[src/rtl/parity_rx.sv]
// rtl/parity_rx.sv - serial frame receiver with parity and stop-bit checking
module parity_rx #(
  parameter int CLKS_PER_BIT = 4,
  parameter int DATA_W       = 8,
  parameter int PARITY_ODD   = 0
) (
  input  logic              clk,
  input  logic              rst_n,
  input  logic              rx,
  output logic [DATA_W-1:0] data_out,
  output logic              valid,
  output logic              parity_err,
  output logic              frame_err,
  output logic              busy
);

  localparam int CW = (CLKS_PER_BIT > 2) ? $clog2(CLKS_PER_BIT) : 1;
  localparam int IW = (DATA_W > 1) ? $clog2(DATA_W) : 1;
  localparam logic [CW-1:0] CNT_HALF = CW'(CLKS_PER_BIT / 2 - 1);
  localparam logic [CW-1:0] CNT_FULL = CW'(CLKS_PER_BIT - 1);
  localparam logic [IW-1:0] IDX_LAST = IW'(DATA_W - 1);
  localparam logic          POL      = (PARITY_ODD != 0);

  typedef enum logic [2:0] {
    IDLE,
    START,
    DATA,
    PARITY,
    STOP,
    WAIT_IDLE
  } state_t;

  state_t            state_q, state_d;
  logic [CW-1:0]     cnt_q, cnt_d;
  logic [IW-1:0]     idx_q, idx_d;
  logic              rx_m, rx_s;
  logic [DATA_W-1:0] shreg;
  logic              acc;
  logic              mismatch;
  logic              bit_tick;
  logic              take_bit;
  logic              take_par;
  logic              frame_ok;
  logic              frame_bad;

  // Synchronizer resets to the idle line level so release never looks like a start bit
  always_ff @(posedge clk or negedge rst_n) begin
    if (!rst_n) begin
      rx_m <= 1'b1;
      rx_s <= 1'b1;
    end else begin
      rx_m <= rx;
      rx_s <= rx_m;
    end
  end

  always_ff @(posedge clk or negedge rst_n) begin
    if (!rst_n) begin
      state_q <= IDLE;
      cnt_q   <= '0;
      idx_q   <= '0;
    end else begin
      state_q <= state_d;
      cnt_q   <= cnt_d;
      idx_q   <= idx_d;
    end
  end

  assign bit_tick = (cnt_q == CNT_FULL);

  always_comb begin
    state_d   = state_q;
    cnt_d     = cnt_q;
    idx_d     = idx_q;
    take_bit  = 1'b0;
    take_par  = 1'b0;
    frame_ok  = 1'b0;
    frame_bad = 1'b0;
    case (state_q)
      IDLE: begin
        cnt_d = '0;
        idx_d = '0;
        if (!rx_s) state_d = START;
      end
      START: begin
        // Mid start bit: a high line here was only a glitch
        if (cnt_q == CNT_HALF) begin
          cnt_d   = '0;
          state_d = rx_s ? IDLE : DATA;
        end else begin
          cnt_d = cnt_q + 1'b1;
        end
      end
      DATA: begin
        if (bit_tick) begin
          cnt_d    = '0;
          take_bit = 1'b1;
          if (idx_q == IDX_LAST) begin
            idx_d   = '0;
            state_d = PARITY;
          end else begin
            idx_d = idx_q + 1'b1;
          end
        end else begin
          cnt_d = cnt_q + 1'b1;
        end
      end
      PARITY: begin
        if (bit_tick) begin
          cnt_d    = '0;
          take_par = 1'b1;
          state_d  = STOP;
        end else begin
          cnt_d = cnt_q + 1'b1;
        end
      end
      STOP: begin
        if (bit_tick) begin
          cnt_d = '0;
          if (rx_s) begin
            frame_ok = 1'b1;
            state_d  = IDLE;
          end else begin
            frame_bad = 1'b1;
            state_d   = WAIT_IDLE;
          end
        end else begin
          cnt_d = cnt_q + 1'b1;
        end
      end
      WAIT_IDLE: begin
        cnt_d = '0;
        if (rx_s) state_d = IDLE;
      end
      default: begin
        state_d = IDLE;
        cnt_d   = '0;
        idx_d   = '0;
      end
    endcase
  end

  always_ff @(posedge clk or negedge rst_n) begin
    if (!rst_n) begin
      shreg      <= '0;
      acc        <= 1'b0;
      mismatch   <= 1'b0;
      data_out   <= '0;
      valid      <= 1'b0;
      parity_err <= 1'b0;
      frame_err  <= 1'b0;
    end else begin
      if (state_q == IDLE) begin
        acc <= 1'b0;
      end else if (take_bit) begin
        shreg[idx_q] <= rx_s;
        acc          <= acc ^ rx_s;
      end
      if (take_par) mismatch <= rx_s ^ acc ^ POL;
      if (frame_ok) data_out <= shreg;
      valid      <= frame_ok;
      parity_err <= frame_ok & mismatch;
      frame_err  <= frame_bad;
    end
  end

  assign busy = (state_q != IDLE);

endmodule

[config.mk]
export PLATFORM = sky130hd
export DESIGN_NAME = parity_rx
export DESIGN_NICKNAME = d
export VERILOG_FILES = /design/src/rtl/parity_rx.sv
export SDC_FILE = /design/constraint.sdc
export NUM_CORES = 1
export LEC_CHECK = 0
export BUFFER_PORTS_ARGS = -buffer_cell sky130_fd_sc_hd__buf_2
export CORE_MARGIN = 5
export CORE_UTILIZATION = 50
export CTS_CLUSTER_DIAMETER = 50
export CTS_CLUSTER_SIZE = 14
export DETAILED_ROUTE_END_ITERATION = 7
export HOLD_SLACK_MARGIN = 0.1
export PLACE_DENSITY_LB_ADDON = 0.05
export SYNTH_ARGS = -nofsm -noshare
export SYNTH_HDL_FRONTEND = slang
export SYNTH_SLANG_ARGS = --single-unit
[constraint.sdc]
create_clock -name clk -period 1.79 [get_ports clk]
set_input_delay 0.2685 -clock clk [delete_from_list [all_inputs] [get_ports clk]]
set_output_delay 0.2685 -clock clk [all_outputs]
set_load 0.02 [all_outputs]
Yosys cells after proc, flatten, opt, wreduce, memory -nomap -nowiden. Index checks and enable logic that the tools add are counted.

Register bits: 31. Input port bits: 3. Output and inout port bits: 12. Word-level logic and storage cells: 74.

$add $sub $neg: 2. Magnitude comparators: 2. Equality and inequality tests: 15. Multiplexer cells: 30. Bitwise gates (word level): 4. Reductions and logical operators: 9.

Operators by type and width (number): 2-to-1 mux 3 bit (10); case mux 3 bit (6 select lines) (1); != test 2 bit, second input constant (7); 2-to-1 mux 1 bit (12); equality test 3 bit, second input constant (3); bitwise mux 8 bit (1); AND reduction 7 bit (1); equality test 3 x 2 -> 1 bit, second input constant (2); 2-to-1 mux 2 bit (3); case mux 3 bit (2 select lines) (1); less-than comparator 3 x 4 -> 1 bit, second input constant (1); case mux 2 bit (2 select lines) (1); AND reduction 2 bit (2); OR reduction 4 bit (1); adder 3 x 1 -> 3 bit, second input constant (1); demux 1 bit (select 3 bit) (1); equality test 3 x 1 -> 1 bit, second input constant (1); greater-or-equal comparator 3 x 1 -> 1 bit, second input constant (1); zero test 3 bit (1); nonzero test 3 bit (1); OR reduction 3 bit (1); adder 2 x 1 -> 2 bit, second input constant (1); equality test 2 x 1 -> 1 bit, second input constant (1); equality test 2 bit, second input constant (1); 5 further kinds (6).

Depth between registers and ports, before layout. Gate-level depths: netlist of the first run.

Depth in word-level cells: 5. Gate-level depth with buffers: 6. Mapped depth without buffers: 5.

Worst setup path after synthesis of the first run. No wires, ideal clock.

Path kind: reg2reg. From: reg cnt_q[0]. To: reg data_out[0]. Data arrival time: 1.512 ns. Data required time: 1.665 ns. Setup slack: 0.153 ns. Cell stages (with the launch flop): 7. Buffers on the path: 2. Path through: dfrtp_1 > ha_1 > buf_4 > and2b_1 > buf_2 > nand3_4 > mux2_2.

Cells in the longest elaborated chain, start to end: 3.

RTL lines: start: declaration (line 34) `logic [CW-1:0] cnt_q, cnt_d;`; start signal: assignment (line 64) `cnt_q <= cnt_d;`; equality test 2 bit (line 69) `assign bit_tick = (cnt_q == CNT_FULL);`; 2-to-1 mux 1 bit (line 118) `if (bit_tick) begin`; 2-to-1 mux 1 bit (line 79) `case (state_q)`; end signal: assignment (line 160) `if (frame_ok) data_out <= shreg;`; end: declaration (line 10) `output logic [DATA_W-1:0] data_out,`.

Every way passes these cells. A chain may end at the register's enable or synchronous reset.

Worst setup path in the final report of the first run.
From: reg cnt_q[0]. To: reg shreg[4].

Cells in the longest elaborated chain, start to end: 4.

RTL lines: equality test 2 bit (line 69); 2-to-1 mux 1 bit (line 95) `if (bit_tick) begin`; 2-to-1 mux 1 bit (line 79); AND reduction 2 bit (no line); end signal: indexed assignment (line 156) `shreg[idx_q] <= rx_s;`; end: declaration (line 37) `logic [DATA_W-1:0] shreg;`.

Every way passes these cells.

==> flow_summary_export.csv, run 1 <==
group,metric,value,unit
floorplan,dieArea,0.00426,mm^2
clock_network,clockBufferDepth,2,
clock_network,insertion_delay,0.32,ns
clock_network,cts-buffers-inserted,5,
worst_setup_path,slowest_delay,0.41,ns
timing,min_period,1.69,ns
placed_design,port_buffers,14,
logic_synthesis,avgSynthCellArea,11.4,um^2
floorplan,row_count,20,
worst_setup_path,critPathLaunchType,"flip-flop",
timing,rsz0062_at_grt,"no",
detailed_routing,drc_errors,0,
pwr,switching_share,0.344,
placed_design,hpwl,1900,um
pwr,ir_drop,538,uV
global_routing,overflow,0,
logic_synthesis,synth_nets,142,
detailed_routing,routed_wl,2680,um
detailed_routing,vias_per_cell,5.43,
pwr,power.internal,1.26,mW
final_layout,nNetsFinal,161,
placed_design,place_area,0.00162,mm^2
timing,relSlewSlack,0.550,
timing,hold_viol,0,
floorplan,die_h,65.3,um
global_routing,first_global_vias,1031,
worst_setup_path,required,2.00,ns
final_layout,antennaDiodeCount,0,
detailed_routing,ant_nets,0,
timing,tightest_slew,0.676,ns
worst_setup_path,worstPathArrival,1.90,ns
timing,fin_skew,0.00512,ns
worst_setup_path,crit_family,"simple AND/OR/NAND/NOR gates",
detailed_routing,drtIter0Drc,18,
logic_synthesis,synthCells,134,
detailed_routing,firstDrtPassIters,4,
clock_network,htreeDepth,2,
timing,setup_violations,0,
global_routing,grt_pass1_wl,4710,um
timing,tns,0,ns
worst_setup_path,worstSetupPathType,"flip-flop to flip-flop",
worst_setup_path,crit_slowest_cell,"dfrtp_1",
pwr,p_switching,663,uW
final_layout,drive_above_1_share,0.344,
logic_synthesis,synth_top_area_frac,0.475,
worst_setup_path,endpoint_kind,"flip-flop",
pwr,power_frac_seq,0.477,
clock_network,cts_tree,"done",
pwr,p_comb_frac,0.329,
detailed_routing,detail_route.wl_per_cell,14.3,um
worst_hold_path,hold_class,"flip-flop to flip-flop",
timing,period_share,0.944,
clock_network,clock_sinks,31,
placed_design,routabilityCongestion,0.780,
worst_setup_path,critPathMaxFanout,5,
global_routing,grt_max_degree,32,
logic_synthesis,seq_area_frac_synth,0.509,
pwr,power.leakage,0.838,nW
logic_synthesis,synth_commonest_cells,"29 x dfrtp_1, 17 x mux2_2, 10 x o21ai_0",
floorplan,start_util,0.509,
global_routing,antenna_found_initial,0,
status,status,"finished, final reports clean",
logic_synthesis,syn_area,0.00153,mm^2
logic_synthesis,ys_types,37,
pwr,powerDensity,1130,mW/mm^2
worst_setup_path,path_buf_inv,0,
logic_synthesis,synth-async-reset-ratio,1.00,
detailed_routing,num_vias,1016,
final_layout,area_growth,11.6,%
clock_network,root_buffer,"clkbuf_4",
clock_network,clk_pin_slew,0.09,ns
placed_design,placedCellCount,175,
logic_synthesis,synth.most_common_cell,"dfrtp_1",
logic_synthesis,yosys.area.top_type,"dfrtp_1",
timing,fmax,592,MHz
floorplan,die_x,65.3,um
logic_synthesis,synth_seq_cells,31,
worst_setup_path,crit_chain,"ha_1, nand4bb_4, nor4b_1, mux2_2",
final_layout,fin_cells,187,
pwr,clkPwrFrac,0.193,
floorplan,core_area,0.00300,mm^2
logic_synthesis,synth.area.top_cells,"dfrtp_1 48%, mux2_2 13%, ha_1 4.1%, dfstp_2 3.4%, o21ai_0 3.3%",
final_layout,final_area,0.00171,mm^2
timing,final_max_slew_viol_count,0,
final_layout,final_core_util,0.568,
floorplan,ios,15,
run,cap_viol_max_count,0,
global_routing,grtUsageTotal,0.146,
logic_synthesis,synth-edff-count,0,
logic_synthesis,ys.flop_type,"dfrtp_1",
logic_synthesis,yosysWarnings,0,
per-stage QoR:
| stage | setup WS [ns] | hold slack (ns) | total power, mW |
|---|---|---|---|
| 4_1_cts | 0.00524 | 0.363 | 1.93 |
| 6_report | 0.100 | 0.357 | 1.93 |
| 3_5_place_dp | 0.0941 | 0.348 | 1.55 |
| 5_1_grt | 0.00301 | 0.380 | 2.08 |
| 3_3_place_gp | 0.127 | 0.344 | 1.53 |
| 2_1_floorplan | 0.153 | -0.0271 | 1.40 |
cell type report:
cell class | count | area [um^2]
Multi-Input combinational cell | 86 | 668
Fill cell | 276 | 1300
Tap cell | 33 | 41.3
Clock buffer | 7 | 45.0
Timing Repair Buffer | 23 | 143
Sequential cell | 31 | 781
Clock inverter | 1 | 5.00
Inverter | 6 | 22.5
power by group through the flow:
stage / combinational (mW) / clock (mW) / sequential, mW
3_3_place_gp: 0.580 / 0 / 0.946
6_report: 0.635 / 0.372 / 0.919
5_1_grt: 0.713 / 0.433 / 0.936
4_1_cts: 0.605 / 0.395 / 0.935
3_5_place_dp: 0.599 / 0 / 0.950
2_1_floorplan: 0.515 / 0 / 0.884
flip-flops by register name (all words and copies together), names as in the netlist:
register and cells:
acc 1, cnt_q 2, data_out 8, frame_err 1, idx_q 3, mismatch 1, parity_err 1, rx_m 1
rx_s 1, shreg 8, state_q 3, valid 1
path summary, 6_finish.rpt:
kind	startpoint	endpoint	slack, ns	cells after the start
max	cnt_q[0]$_DFF_PN0_	shreg[4]$_DFFE_PN0P_	0.10	4
min	rx_m$_DFF_PN1_	rx_s$_DFF_PN1_	0.36	0
max reg2reg	cnt_q[0]$_DFF_PN0_	shreg[4]$_DFFE_PN0P_	0.10	4
min reg2reg	rx_m$_DFF_PN1_	rx_s$_DFF_PN1_	0.36	0
min in group asynchronous	rst_n	acc$_DFFE_PN0P_	0.51	2
max in group asynchronous	rst_n	state_q[2]$_DFFE_PN0P_	0.80	2
cell usage in the layout, fill, tap and decap left out, types with 2 or more instances in the layout:
cell type,count
mux2_2,17
a21oi_1,2
nand3_1,3
buf_2,14
nand4b_1,2
mux2i_1,2
clkbuf_4,5
nor3_1,2
dfrtp_1,27
and2b_1,2
a22oi_1,2
nor2b_1,2
nor2_1,9
inv_1,6
nand4_1,2
nand2_1,9
dfstp_2,2
ha_1,5
dfrtp_2,2
buf_4,7
clkbuf_1,2
nor4b_1,2
dlygate4sd3_1,2
o21ai_0,10
layer usage:
layer,GRT usage,share of wire,vias to the layer above
li1,-,-,505
met1,0.203,0.49,489
met2,0.217,0.46,17
met3,0.0359,0.038,5
met4,0.0622,0.011,0
met5,0,0,-
cells by family after synthesis:
group	Yosys count	synth area share
xor gates and xnor gates	1	0.00573
and+or+nand+nor	43	0.181
AOI/OAI and AO/OA	18	0.0713
muxes	19	0.138
adders and majority gates	5	0.0410
DFF	31	0.509
buffers and inverters	17	0.0532
timing repair:
item | 4_1_cts | 5_1_grt
resized for setup | 0 | 2
endpoints found under the setup margin | 0 | 1
hold buffers | 2 | 0
buffers inserted | 0 | 2
endpoints found under the hold margin | 30 | 0
(Power assumes the default switching activity.)
==> run 2: changes to the inputs <==
Settings changed: CELL_PAD_IN_SITES_DETAIL_PLACEMENT from default to 1, CELL_PAD_IN_SITES_GLOBAL_PLACEMENT from default to 1, CORE_UTILIZATION 50 to 46.
==> run 2 against run 1 <==
Net effect:
- first-iteration DRC count rose by 83%
- routed wire length increased by 17%
- largest power group unchanged
- global-route usage is 1.5 points higher
- clock-buffer cell count unchanged
- maximum frequency decreased by 1.0%
- combinational power grew 5.5%
- design area grew 3.4%
- sequential cell count is the same
- utilization down 3.1 points
- largest cell class unchanged
==> flow_summary_export.csv, run 2 (synthesized netlist as in run 1, its figures left out) <==
group,metric,value,unit
status,status,"finished, final reports clean",
detailed_routing,detail_route.wl_per_cell,15.5,um
worst_setup_path,required,1.52,ns
timing,final_max_slew_viol_count,0,
global_routing,antenna_found_initial,0,
detailed_routing,ant_nets,0,
global_routing,met1_usage,0.200,
floorplan,dieArea,0.00457,mm^2
clock_network,clk_pin_slew,0.09,ns
timing,min_period,1.71,ns
final_layout,fillers,373,
detailed_routing,vias_per_cell,5.30,
clock_network,htreeDepth,2,
final_layout,register_area,782,um^2
timing,setup_violations,0,
timing,fin_skew,0.0115,ns
detailed_routing,drc_errors,0,
timing,layout_setup_ws,0.0829,ns
global_routing,grt_use_met2,0.265,
global_routing,grt_pass1_wl,5380,um
timing,rsz0062_at_grt,"no",
floorplan,ios,15,
worst_setup_path,rr_worst_depth,4,
global_routing,overflow,0,
clock_network,cts-buffers-inserted,5,
floorplan,row_count,21,
timing,period_share,0.954,
worst_setup_path,path_buf_inv,2,
floorplan,die_x,67.6,um
floorplan,die_h,67.6,um
worst_hold_path,hold_depth,0,
global_routing,busiest_layer,"met2",
final_layout,final_core_util,0.537,
worst_setup_path,cp_num_cells,3,
worst_setup_path,critPathLaunchType,"flip-flop",
clock_network,cts_tree,"done",
clock_network,clockBufferDepth,2,
global_routing,grtUsageTotal,0.161,
final_layout,drive_above_1_share,0.382,
floorplan,core_area,0.00328,mm^2
worst_setup_path,slowest_delay,0.47,ns
final_layout,largestRegisters,"data_out: 8 flops, shreg: 8 flops",
worst_setup_path,crit_slowest_cell,"dfrtp_2",
detailed_routing,routed_wl,3140,um
pwr,powerDensity,1150,mW/mm^2
worst_setup_path,critPathMaxFanout,9,
final_layout,area_growth,15.5,%
placed_design,port_buffers,14,
pwr,ir_drop,778,uV
final_layout,multi_input_area,677,um^2
clock_network,insertion_delay,0.33,ns
timing,fmax,586,MHz
placed_design,dp_slack,0.0441,ns
global_routing,met3_usage,0.0499,
worst_setup_path,crit_family,"flip-flops",
final_layout,final_cell_mix,"26 x dfrtp_1, 17 x mux2_2, 14 x buf_2",
global_routing,grt_max_degree,32,
timing,tightest_slew,0.700,ns
worst_setup_path,worstPathArrival,1.44,ns
pwr,power.leakage,0.857,nW
global_routing,first_global_vias,1127,
worst_setup_path,endpoint_kind,"primary output",
worst_setup_path,worstSetupPathType,"flip-flop to primary output",
detailed_routing,num_vias,1076,
clock_network,clock_sinks,31,
timing,hold_viol,0,
placed_design,hpwl,2270,um
timing,relSlewSlack,0.534,
run,cap_viol_max_count,0,
placed_design,routabilityCongestion,0.784,
final_layout,antennaDiodeCount,0,
detailed_routing,drtIter0Drc,33,
clock_network,root_buffer,"clkbuf_4",
final_layout,layout_commonest_cell,"dfrtp_1",
timing,tns,0,ns
final_layout,nNetsFinal,164,
floorplan,start_util,0.465,
worst_setup_path,crit_chain,"buf_4, or3_1, buf_2",
detailed_routing,firstDrtPassIters,4,
worst_hold_path,hold_class,"flip-flop to flip-flop",
-- run 2: cell count changes in the layout (fill, tap and decap cells not counted), sizes merged --
cell	delta
buf	+3
-- run 2: area by class of cell --
class,count,share of cell area
Clock buffer,7,0.0312
Clock inverter,1,0.00284
Inverter,6,0.0128
Multi-Input combinational cell,86,0.384
Sequential cell,31,0.443
Tap cell,46,0.0326
Timing Repair Buffer,26,0.0936
-- run 2: per-layer routing --
metal | up-vias | share of wire
met5 | - | 0
met4 | 0 | 0.015
met3 | 6 | 0.039
met2 | 19 | 0.48
met1 | 546 | 0.46
li1 | 505 | -
-- run 2: power breakdown --
part	internal, mW	switching [mW]
Combinational	0.326	0.345
Clock	0.190	0.229
Sequential	0.807	0.130
-- run 2: per-stage QoR --
stage	power [mW]	cells	cell area, um^2	hold slack (ns)
after detailed placement	1.58	191	1660	0.353
after global placement	1.55	191	1660	0.344
after floorplan	1.40	134	1530	-0.0271
final	2.03	203	1760	0.366
after CTS	2.02	201	1740	0.368
after global routing	2.17	203	1760	0.373
-- run 2: path summary, 6_finish.rpt --
kind | startpoint | endpoint | slack, ns
max reg2reg | cnt_q[0]$_DFF_PN0_ | shreg[4]$_DFFE_PN0P_ | 0.14
max in group asynchronous | rst_n | state_q[2]$_DFFE_PN0P_ | 0.78
max | state_q[0]$_DFFE_PN0P_ | busy | 0.08
min | rx_m$_DFF_PN1_ | rx_s$_DFF_PN1_ | 0.37
min reg2reg | rx_m$_DFF_PN1_ | rx_s$_DFF_PN1_ | 0.37
min in group asynchronous | rst_n | cnt_q[0]$_DFF_PN0_ | 0.52
-- run 2: worst reg2reg max path, cell delays in order (launching register included) --
cell,delay (ns)
dfrtp_1,0.42
ha_2,0.27
nand4bb_4,0.15
nor4b_1,0.34
mux2_2,0.37
-- run 2: what timing repair did --
action	CTS	global route
hold buffers	2	0
setup buffers	0	2
setup endpoints to repair	1	3
resized for setup	1	4
endpoints found under the hold margin	30	0
